===== config.mk =====
export PLATFORM = sky130hd
export DESIGN_NAME = reorder_buffer_flat
export DESIGN_NICKNAME = d
export VERILOG_FILES = /design/src/rtl/rob_pkg.sv /design/src/rtl/reorder_buffer_if.sv /design/src/rtl/rob_ptr.sv /design/src/rtl/reorder_buffer.sv /design/src/flat_wrapper.sv
export SDC_FILE = /design/constraint.sdc
export NUM_CORES = 1
export LEC_CHECK = 0
export CORE_UTILIZATION = 55
export CTS_BUF_LIST = sky130_fd_sc_hd__clkbuf_2 sky130_fd_sc_hd__clkbuf_4 sky130_fd_sc_hd__clkbuf_8
export CTS_CLUSTER_SIZE = 40
export DETAILED_ROUTE_END_ITERATION = 10
export GPL_ROUTABILITY_DRIVEN = 0
export PLACE_DENSITY = 0.75
export SYNTH_ARGS = -nofsm -noshare
export SYNTH_HDL_FRONTEND = slang
export SYNTH_SLANG_ARGS = --single-unit

===== constraint.sdc =====
create_clock -name clk -period 3.25 [get_ports clk]
set_input_delay 0.65 -clock clk [delete_from_list [all_inputs] [get_ports clk]]
set_output_delay 0.65 -clock clk [all_outputs]
set_load 0.01 [all_outputs]

===== src/rtl/rob_pkg.sv =====
// Shared types and default widths for the reorder buffer.
package rob_pkg;

  localparam int unsigned DefaultDepth = 16;
  localparam int unsigned AregW        = 5;
  localparam int unsigned PregW        = 6;
  localparam int unsigned PcW          = 32;

  typedef struct packed {
    logic             valid;
    logic             done;
    logic             exc;
    logic             has_rd;
    logic [AregW-1:0] arch_rd;
    logic [PregW-1:0] preg;
    logic [PregW-1:0] old_preg;
    logic [PcW-1:0]   pc;
  } rob_entry_t;

endpackage


===== src/rtl/reorder_buffer_if.sv =====
// Dispatch, writeback and retirement signals of the reorder buffer.
interface reorder_buffer_if #(
  parameter int unsigned DEPTH  = rob_pkg::DefaultDepth,
  parameter int unsigned AREG_W = rob_pkg::AregW,
  parameter int unsigned PREG_W = rob_pkg::PregW,
  parameter int unsigned PC_W   = rob_pkg::PcW
);
  localparam int unsigned IDX_W = $clog2(DEPTH);

  logic              alloc_valid;
  logic              alloc_has_rd;
  logic [AREG_W-1:0] alloc_arch_rd;
  logic [PREG_W-1:0] alloc_preg;
  logic [PREG_W-1:0] alloc_old_preg;
  logic [PC_W-1:0]   alloc_pc;
  logic [IDX_W-1:0]  alloc_tag;
  logic              rob_full;
  logic              rob_empty;
  logic [IDX_W:0]    rob_count;

  logic              complete_valid;
  logic [IDX_W-1:0]  complete_tag;
  logic              complete_exc;

  logic              commit_valid;
  logic              commit_has_rd;
  logic [AREG_W-1:0] commit_arch_rd;
  logic [PREG_W-1:0] commit_preg;
  logic [PREG_W-1:0] commit_old_preg;
  logic              flush;
  logic [PC_W-1:0]   flush_pc;

  modport master (
    output alloc_valid, alloc_has_rd, alloc_arch_rd, alloc_preg, alloc_old_preg, alloc_pc,
    output complete_valid, complete_tag, complete_exc,
    input  alloc_tag, rob_full, rob_empty, rob_count,
    input  commit_valid, commit_has_rd, commit_arch_rd, commit_preg, commit_old_preg,
    input  flush, flush_pc
  );

  modport slave (
    input  alloc_valid, alloc_has_rd, alloc_arch_rd, alloc_preg, alloc_old_preg, alloc_pc,
    input  complete_valid, complete_tag, complete_exc,
    output alloc_tag, rob_full, rob_empty, rob_count,
    output commit_valid, commit_has_rd, commit_arch_rd, commit_preg, commit_old_preg,
    output flush, flush_pc
  );

endinterface


===== src/rtl/rob_ptr.sv =====
// Wrap-around ring pointer; DEPTH is a power of two so the natural overflow wraps.
module rob_ptr #(
  parameter int unsigned IDX_W = 4
) (
  input  logic             clk,
  input  logic             reset,
  input  logic             inc_i,
  input  logic             clear_i,
  output logic [IDX_W-1:0] ptr_o
);

  logic [IDX_W-1:0] ptr_d, ptr_q;

  always_comb begin
    ptr_d = ptr_q;
    if (clear_i) begin
      ptr_d = '0;
    end else if (inc_i) begin
      ptr_d = ptr_q + IDX_W'(1);
    end
  end

  always_ff @(posedge clk or negedge reset) begin
    if (!reset) begin
      ptr_q <= '0;
    end else begin
      ptr_q <= ptr_d;
    end
  end

  assign ptr_o = ptr_q;

endmodule


===== src/rtl/reorder_buffer.sv =====
// In-order retirement buffer: allocates at tail, completes out of order, retires from head.
module reorder_buffer
  import rob_pkg::*;
#(
  parameter int unsigned DEPTH  = DefaultDepth,
  parameter int unsigned AREG_W = AregW,
  parameter int unsigned PREG_W = PregW,
  parameter int unsigned PC_W   = PcW
) (
  input logic             clk,
  input logic             reset,
  reorder_buffer_if.slave rob
);

  localparam int unsigned IDX_W = $clog2(DEPTH);

  rob_entry_t       entries_q [DEPTH];
  rob_entry_t       entries_d [DEPTH];
  rob_entry_t       head_e;
  logic [IDX_W-1:0] head_q, tail_q;
  logic [IDX_W:0]   count_q, count_d;
  logic             full, alloc_acc, commit, flush;

  rob_ptr #(
    .IDX_W(IDX_W)
  ) u_head_ptr (
    .clk    (clk),
    .reset  (reset),
    .inc_i  (commit),
    .clear_i(flush),
    .ptr_o  (head_q)
  );

  rob_ptr #(
    .IDX_W(IDX_W)
  ) u_tail_ptr (
    .clk    (clk),
    .reset  (reset),
    .inc_i  (alloc_acc),
    .clear_i(flush),
    .ptr_o  (tail_q)
  );

  assign head_e    = entries_q[head_q];
  assign full      = (count_q == (IDX_W+1)'(DEPTH));
  assign commit    = head_e.valid & head_e.done & ~head_e.exc;
  assign flush     = head_e.valid & head_e.done & head_e.exc;
  // Full is judged on registered count, so a same-cycle commit never frees room for an alloc.
  assign alloc_acc = rob.alloc_valid & ~full & ~flush;

  always_comb begin
    entries_d = entries_q;
    if (alloc_acc) begin
      entries_d[tail_q] = '{
        valid:    1'b1,
        done:     1'b0,
        exc:      1'b0,
        has_rd:   rob.alloc_has_rd,
        arch_rd:  AregW'(rob.alloc_arch_rd),
        preg:     PregW'(rob.alloc_preg),
        old_preg: PregW'(rob.alloc_old_preg),
        pc:       PcW'(rob.alloc_pc)
      };
    end
    if (rob.complete_valid && entries_q[rob.complete_tag].valid) begin
      entries_d[rob.complete_tag].done = 1'b1;
      entries_d[rob.complete_tag].exc  = rob.complete_exc;
    end
    if (commit) begin
      entries_d[head_q].valid = 1'b0;
    end
    if (flush) begin
      for (int i = 0; i < DEPTH; i++) begin
        entries_d[i].valid = 1'b0;
        entries_d[i].done  = 1'b0;
        entries_d[i].exc   = 1'b0;
      end
    end
  end

  always_comb begin
    count_d = count_q;
    if (flush) begin
      count_d = '0;
    end else if (alloc_acc && !commit) begin
      count_d = count_q + (IDX_W+1)'(1);
    end else if (!alloc_acc && commit) begin
      count_d = count_q - (IDX_W+1)'(1);
    end
  end

  always_ff @(posedge clk or negedge reset) begin
    if (!reset) begin
      for (int i = 0; i < DEPTH; i++) begin
        entries_q[i] <= '0;
      end
      count_q <= '0;
    end else begin
      entries_q <= entries_d;
      count_q   <= count_d;
    end
  end

  assign rob.alloc_tag       = tail_q;
  assign rob.rob_full        = full;
  assign rob.rob_empty       = (count_q == '0);
  assign rob.rob_count       = count_q;
  assign rob.commit_valid    = commit;
  assign rob.commit_has_rd   = head_e.has_rd;
  assign rob.commit_arch_rd  = AREG_W'(head_e.arch_rd);
  assign rob.commit_preg     = PREG_W'(head_e.preg);
  assign rob.commit_old_preg = PREG_W'(head_e.old_preg);
  assign rob.flush           = flush;
  assign rob.flush_pc        = PC_W'(head_e.pc);

endmodule


===== src/flat_wrapper.sv =====
// flat-port wrapper written by rule: the top's interface ports become plain ports
module reorder_buffer_flat import rob_pkg::*;
#(
  parameter int unsigned DEPTH  = DefaultDepth,
  parameter int unsigned AREG_W = AregW,
  parameter int unsigned PREG_W = PregW,
  parameter int unsigned PC_W   = PcW
)
  (clk, reset, rob_alloc_valid, rob_alloc_has_rd, rob_alloc_arch_rd, rob_alloc_preg, rob_alloc_old_preg, rob_alloc_pc, rob_complete_valid, rob_complete_tag, rob_complete_exc, rob_alloc_tag, rob_rob_full, rob_rob_empty, rob_rob_count, rob_commit_valid, rob_commit_has_rd, rob_commit_arch_rd, rob_commit_preg, rob_commit_old_preg, rob_flush, rob_flush_pc);
  reorder_buffer_if #(.DEPTH(DEPTH), .AREG_W(AREG_W), .PREG_W(PREG_W), .PC_W(PC_W)) rob_i ();
  input logic clk;
  input logic reset;
  input wire logic [$bits(rob_i.alloc_valid)-1:0] rob_alloc_valid;
  input wire logic [$bits(rob_i.alloc_has_rd)-1:0] rob_alloc_has_rd;
  input wire logic [$bits(rob_i.alloc_arch_rd)-1:0] rob_alloc_arch_rd;
  input wire logic [$bits(rob_i.alloc_preg)-1:0] rob_alloc_preg;
  input wire logic [$bits(rob_i.alloc_old_preg)-1:0] rob_alloc_old_preg;
  input wire logic [$bits(rob_i.alloc_pc)-1:0] rob_alloc_pc;
  input wire logic [$bits(rob_i.complete_valid)-1:0] rob_complete_valid;
  input wire logic [$bits(rob_i.complete_tag)-1:0] rob_complete_tag;
  input wire logic [$bits(rob_i.complete_exc)-1:0] rob_complete_exc;
  output wire logic [$bits(rob_i.alloc_tag)-1:0] rob_alloc_tag;
  output wire logic [$bits(rob_i.rob_full)-1:0] rob_rob_full;
  output wire logic [$bits(rob_i.rob_empty)-1:0] rob_rob_empty;
  output wire logic [$bits(rob_i.rob_count)-1:0] rob_rob_count;
  output wire logic [$bits(rob_i.commit_valid)-1:0] rob_commit_valid;
  output wire logic [$bits(rob_i.commit_has_rd)-1:0] rob_commit_has_rd;
  output wire logic [$bits(rob_i.commit_arch_rd)-1:0] rob_commit_arch_rd;
  output wire logic [$bits(rob_i.commit_preg)-1:0] rob_commit_preg;
  output wire logic [$bits(rob_i.commit_old_preg)-1:0] rob_commit_old_preg;
  output wire logic [$bits(rob_i.flush)-1:0] rob_flush;
  output wire logic [$bits(rob_i.flush_pc)-1:0] rob_flush_pc;
  assign rob_i.alloc_valid = rob_alloc_valid;
  assign rob_i.alloc_has_rd = rob_alloc_has_rd;
  assign rob_i.alloc_arch_rd = rob_alloc_arch_rd;
  assign rob_i.alloc_preg = rob_alloc_preg;
  assign rob_i.alloc_old_preg = rob_alloc_old_preg;
  assign rob_i.alloc_pc = rob_alloc_pc;
  assign rob_i.complete_valid = rob_complete_valid;
  assign rob_i.complete_tag = rob_complete_tag;
  assign rob_i.complete_exc = rob_complete_exc;
  assign rob_alloc_tag = rob_i.alloc_tag;
  assign rob_rob_full = rob_i.rob_full;
  assign rob_rob_empty = rob_i.rob_empty;
  assign rob_rob_count = rob_i.rob_count;
  assign rob_commit_valid = rob_i.commit_valid;
  assign rob_commit_has_rd = rob_i.commit_has_rd;
  assign rob_commit_arch_rd = rob_i.commit_arch_rd;
  assign rob_commit_preg = rob_i.commit_preg;
  assign rob_commit_old_preg = rob_i.commit_old_preg;
  assign rob_flush = rob_i.flush;
  assign rob_flush_pc = rob_i.flush_pc;
  reorder_buffer #(.DEPTH(DEPTH), .AREG_W(AREG_W), .PREG_W(PREG_W), .PC_W(PC_W)) u_core (.clk(clk), .reset(reset), .rob(rob_i));
endmodule

Yosys cells after proc, flatten, opt, wreduce, memory -nomap -nowiden:

Index checks and enable logic that the tools add are counted.

* multiply operators: 0
* shift operators: 0
* add/subtract/negate cells: 4
* equality and inequality tests: 1
* muxes and demuxes: 44
* bitwise gates (word level): 11
* reduce and logical (&&, ||, !) cells: 12
* divide/modulo/power cells: 0
* $lt $le $gt $ge: 6

Operator list (number)
* $bwmux 848: 4
* $mux 848: 3
* $demux 53 s4: 4
* $bmux 53 s4: 2
* $mux 53: 6
* $mux 52: 1
* $mux 51: 1
* $mux 3: 16
* $mux 4: 4
* $ge 5x5->1 const B: 3
* $lt 5x1->1 const B: 3
* $mux 5: 3
* $not 4->5: 3
* $add 4x1->4 const B: 2
* $logic_and 1x1->1: 6
* $add 5x1->5 const B: 1
* $and 1x1->1: 5
* $eq 5x5->1 const B: 1
* $logic_not 5->1: 1
* $sub 5x1->5 const B: 1
* $reduce_bool 2->1: 2
* $not 1->1: 3
* $reduce_bool 3->1: 1
* $logic_not 1->1: 2

* bits in registers: 861
* latch bits: 0
* memory bits (writable): 0
* bits in read-only memories: 0
* memories: 0

Longest topological paths before layout:

Gate-level depths: netlist of the first run.

* word-level depth: 15
* mapped depth: 13
* mapped depth without buffers: 11

Cells and area by module:

From an unflattened synthesis of the first run, not the netlist that was laid out.

* cells, all modules: 2410
* area total of the unflattened synthesis: 40332.4 sq um

By module, submodules not included
* reorder_buffer: cells each 2378, instances 1, area an instance 39947.1 sq um
* rob_ptr: cells each 16, instances 2, area an instance 192.7 sq um

Worst setup path before layout of the first run:

Ideal clock, no wire load.

* path type: register -> output
* start: register u_core.u_head_ptr.ptr_q[0] (netlist: u_core.u_head_ptr.ptr_o[0])
* end: output rob_commit_old_preg[0]
* cell stages (with the launch flop): 7
* path buffers: 4
* data arrival time: 2.706 ns
* data required time: 2.600 ns
* slack: -0.106 ns
* cell sequence: dfrtp_1 > buf_4 > buf_6 > clkbuf_1 > buf_1 > mux4_2 > mux4_2

* longest elaborated chain between the ends: 4

Ends and longest elaborated chain
* from (decl): line rob_ptr.sv:12 `logic [IDX_W-1:0] ptr_d, ptr_q;`
* from (signal assigned): line rob_ptr.sv:27 `ptr_q <= ptr_d;`
* $not 4->5 (not written as such): line reorder_buffer.sv:44 `assign head_e = entries_q[head_q];`
* $bmux 53 s4: line reorder_buffer.sv:44
* $mux 53 (not written as such) (2 in series): line reorder_buffer.sv:44
* to (decl): line flat_wrapper.sv:30 `output wire logic [$bits(rob_i.commit_old_preg)-1:0] rob_commit_old_preg;`

Every way passes these cells. The select of a mux whose other input is x is not followed.

Worst setup path in the final report of the first run:

* start: register u_core.u_head_ptr.ptr_q[0] (netlist: u_core.u_head_ptr.ptr_o[0])
* end: output rob_flush_pc[31]

* longest elaborated chain between the ends: 4

Ends and longest elaborated chain
* $not 4->5 (not written as such): line reorder_buffer.sv:44
* $bmux 53 s4: line reorder_buffer.sv:44
* $mux 53 (not written as such) (2 in series): line reorder_buffer.sv:44
* to (decl): line flat_wrapper.sv:32 `output wire logic [$bits(rob_i.flush_pc)-1:0] rob_flush_pc;`

Every way passes these cells. The select of a mux whose other input is x is not followed.

==> summary.md, run 1 <==
| Metric | Value |
|---|---|
| Run status | `finished with violations` |
| Failing checks | `setup timing` |
| Detailed Routing Iterations Pass 1 | `7` |
| CTS tree | `done` |
| Num CTS Buffers | `146` |
| R2R cell count | `14` |
| CP endpoint kind | `output port` |
| Initial core utilization | `0.559` |
| # DRC | `0` |
| Rel. slew slack | `0.538` |
| Total Power | `0.0515 W` |
| DP HPWL | `56300 um` |
| Clock Sinks | `861` |
| Starting DRC count in detailed routing | `2074` |
| Period utilization | `1.13` |
| Reg area | `21600 um^2` |
| Commonest cells after routing, fill and taps aside | `857 x dfrtp_1, 428 x mux2_4, 373 x mux2_2` |
| WL per Instance | `29.5 um` |
| WL final | `112000 um` |
| # nets final | `2810` |
| CORE AREA | `73500 um^2` |
| Worst Max-Slew Pin Slew | `0.691 ns` |
| Syn nets | `2508` |
| Post-synth ARST share | `1.00` |
| CTS clk-pin slew, worst paths | `0.06 ns` |
| Max-cap violations | `0` |
| Antenna violation net count after detailed routing | `0` |
| FMAX | `272 MHz` |
| Power Density | `1030 nW/um^2` |
| Initial antenna violation count | `5` |
| Clock Skews | `0.0320 ns` |
| Setup CP Type | `reg -> out` |
| Slew Viols, Final | `0` |
| Vias per cell | `6.30` |
| Clk buf depth | `3` |
| Main synth FF type | `dfrtp_1` |
| Area growth from synthesis to layout | `21.8%` |
| Leak | `22.0 nW` |
| Worst R2R Setup Slack | `0.01 ns` |
| Synthesized area per cell | `16.9 um^2` |
| CP arrival | `3.02 ns` |
| Crit path max fanout | `10` |
| Required @ worst endpoint | `2.60 ns` |
| Final setup fails | `52` |
| Row count | `99` |
| Setup crit start kind | `flip-flop` |
| Overflow after GRT | `0` |
| Seq cells post-synth | `861` |
| # IOs | `122` |
| Largest net degree at the start of global routing | `108` |
| Setup WS post-layout | `-0.424 ns` |
| Die area | `75800 um^2` |
| Commonest non-fill, non-tap cell in the layout | `dfrtp_1` |
| Via count | `24000` |
| Critical Path Start | `u_core.u_head_ptr.ptr_o[0]` |
| H-tree lvl count | `4` |
| Clock Latency Late Sink | `0.81 ns` |
| Post-synth EDFFs | `0` |
| Syn Inst Count | `2437` |
| Chip width | `275 um` |
| Synth warnings | `0` |
| Post-synth cell types | `51` |
| Sequential-to-total area share from yosys stat | `0.524` |
| Ratio of cells with drive above 1 in the final layout | `0.588` |
| Fillers | `4600` |
| RSZ-0062 raised after global routing | `true` |
| Area of the multi-input gates | `18500 um^2` |
| Final hold violations | `0` |
| Post-Synthesis Cell Area | `41100 um^2` |
| Hold WC Path Type | `in -> async` |
| Dpl cells | `3415` |
| Maximum VDD drop | `0.000622 V` |
| IO buf count | `121` |
| Total GRT Usage | `0.278` |
| Number of global-route vias before repair | `25600` |
| First-pass GRT wire length | `158000 um` |
| Die Y | `275 um` |
| Root Buffer | `clkbuf_8` |
| Min Tclk post-route | `3.67 ns` |
| RR Startpoint | `u_core.u_head_ptr.ptr_o[0]` |
| Post-route insts no fill | `3813` |
==> cells by family (layout without fill, tap and decap cells) <==
group,count (synthesis),after routing,share of synthesized area
AOI/OAI and AO/OA,93,93,0.0178
xor gates and xnor gates,5,5,0.00107
adders and majority gates,12,12,0.00384
buffers and inverters,241,653,0.0317
DFF,861,861,0.524
muxes,1075,1075,0.401
other,0,5,0
and+or+nand+nor,150,150,0.0206
==> per-stage QoR <==
step | util | hold slack, ns | setup TNS (ns) | cell area [um^2] | worst slack [ns]
after global placement | 0.599 | 0.465 | 0 | 44000 | 0.0235
final | 0.681 | 0.458 | -17.28 | 50000 | -0.424
after CTS | 0.658 | 0.427 | -21.66 | 48300 | -0.491
after floorplan | - | 0.354 | 0 | 41100 | 0.0282
after detailed placement | 0.599 | 0.475 | 0 | 44000 | 0.00943
after global routing | 0.681 | 0.475 | -22.42 | 50000 | -0.490
==> cells in the mapped netlist, types with 13 or more instances <==
library cell,number,share of area
inv_1,19,0.0017
o21ai_0,13,0.0016
nand3_1,26,0.0032
dfrtp_1,861,0.52
mux2_2,425,0.12
buf_6,41,0.011
buf_1,20,0.0018
nand2_1,50,0.0046
buf_2,46,0.0056
mux2_4,376,0.14
nand4_1,18,0.0027
clkbuf_1,110,0.010
mux4_2,262,0.14
nor2_1,19,0.0017
==> timing repair <==
item	in CTS	in global routing
gates cloned	16	45
endpoints found under the setup margin	53	613
resized for setup	306	118
hold buffers	1	0
endpoints found under the hold margin	40	0
pin swaps	9	16
buffers inserted	45	35
==> power by group <==
part           switching [W]  internal [W]  leakage (nW)
clock                0.00452       0.00589          1.66
sequential           0.00303        0.0157          10.8
combinational        0.00801        0.0143          9.50
==> worst max path at each step <==
| stage | to |
|---|---|
| after floorplan | rob_commit_old_preg[2] |
| after global placement | rob_flush_pc[22] |
| after detailed placement | rob_flush_pc[22] |
| after CTS | rob_flush_pc[16] |
| after global routing | rob_flush_pc[5] |
| final | rob_flush_pc[31] |
==> final cells by class <==
class                           count  area share
Clock inverter                     36     0.00740
Clock buffer                      222      0.0549
Timing Repair Buffer              375       0.110
Multi-Input combinational cell   1335       0.370
Tap cell                          959      0.0240
Inverter                           20     0.00165
Sequential cell                   861       0.431
Antenna cell                        5    0.000250
==> worst max-delay path: stages, from the launching register on <==
cell and delay [ns]:
dfrtp_4 0.46, buf_12 0.17, bufbuf_16 0.31, mux4_2 0.50, mux4_2 0.54, clkdlybuf4s15_2 0.26
==> per-layer routing <==
layer / global-route usage / share of wire
met2: 0.452 / 0.49
met4: 0.105 / 0.042
met1: 0.374 / 0.40
met3: 0.0516 / 0.066
met5: 0 / 0.00024
No activity file was read; power rests on OpenSTA's default activity.
==> inputs of run 2 (changes only) <==
--- a/config.mk
+++ b/config.mk
@@ -11,6 +11,7 @@
 export DETAILED_ROUTE_END_ITERATION = 10
 export GPL_ROUTABILITY_DRIVEN = 0
 export PLACE_DENSITY = 0.75
+export SLEW_MARGIN = 20
 export SYNTH_ARGS = -nofsm -noshare
 export SYNTH_HDL_FRONTEND = slang
 export SYNTH_SLANG_ARGS = --single-unit
==> results of run 2 <==
The final DEF is identical to that of run 1; final timing and power are the same.
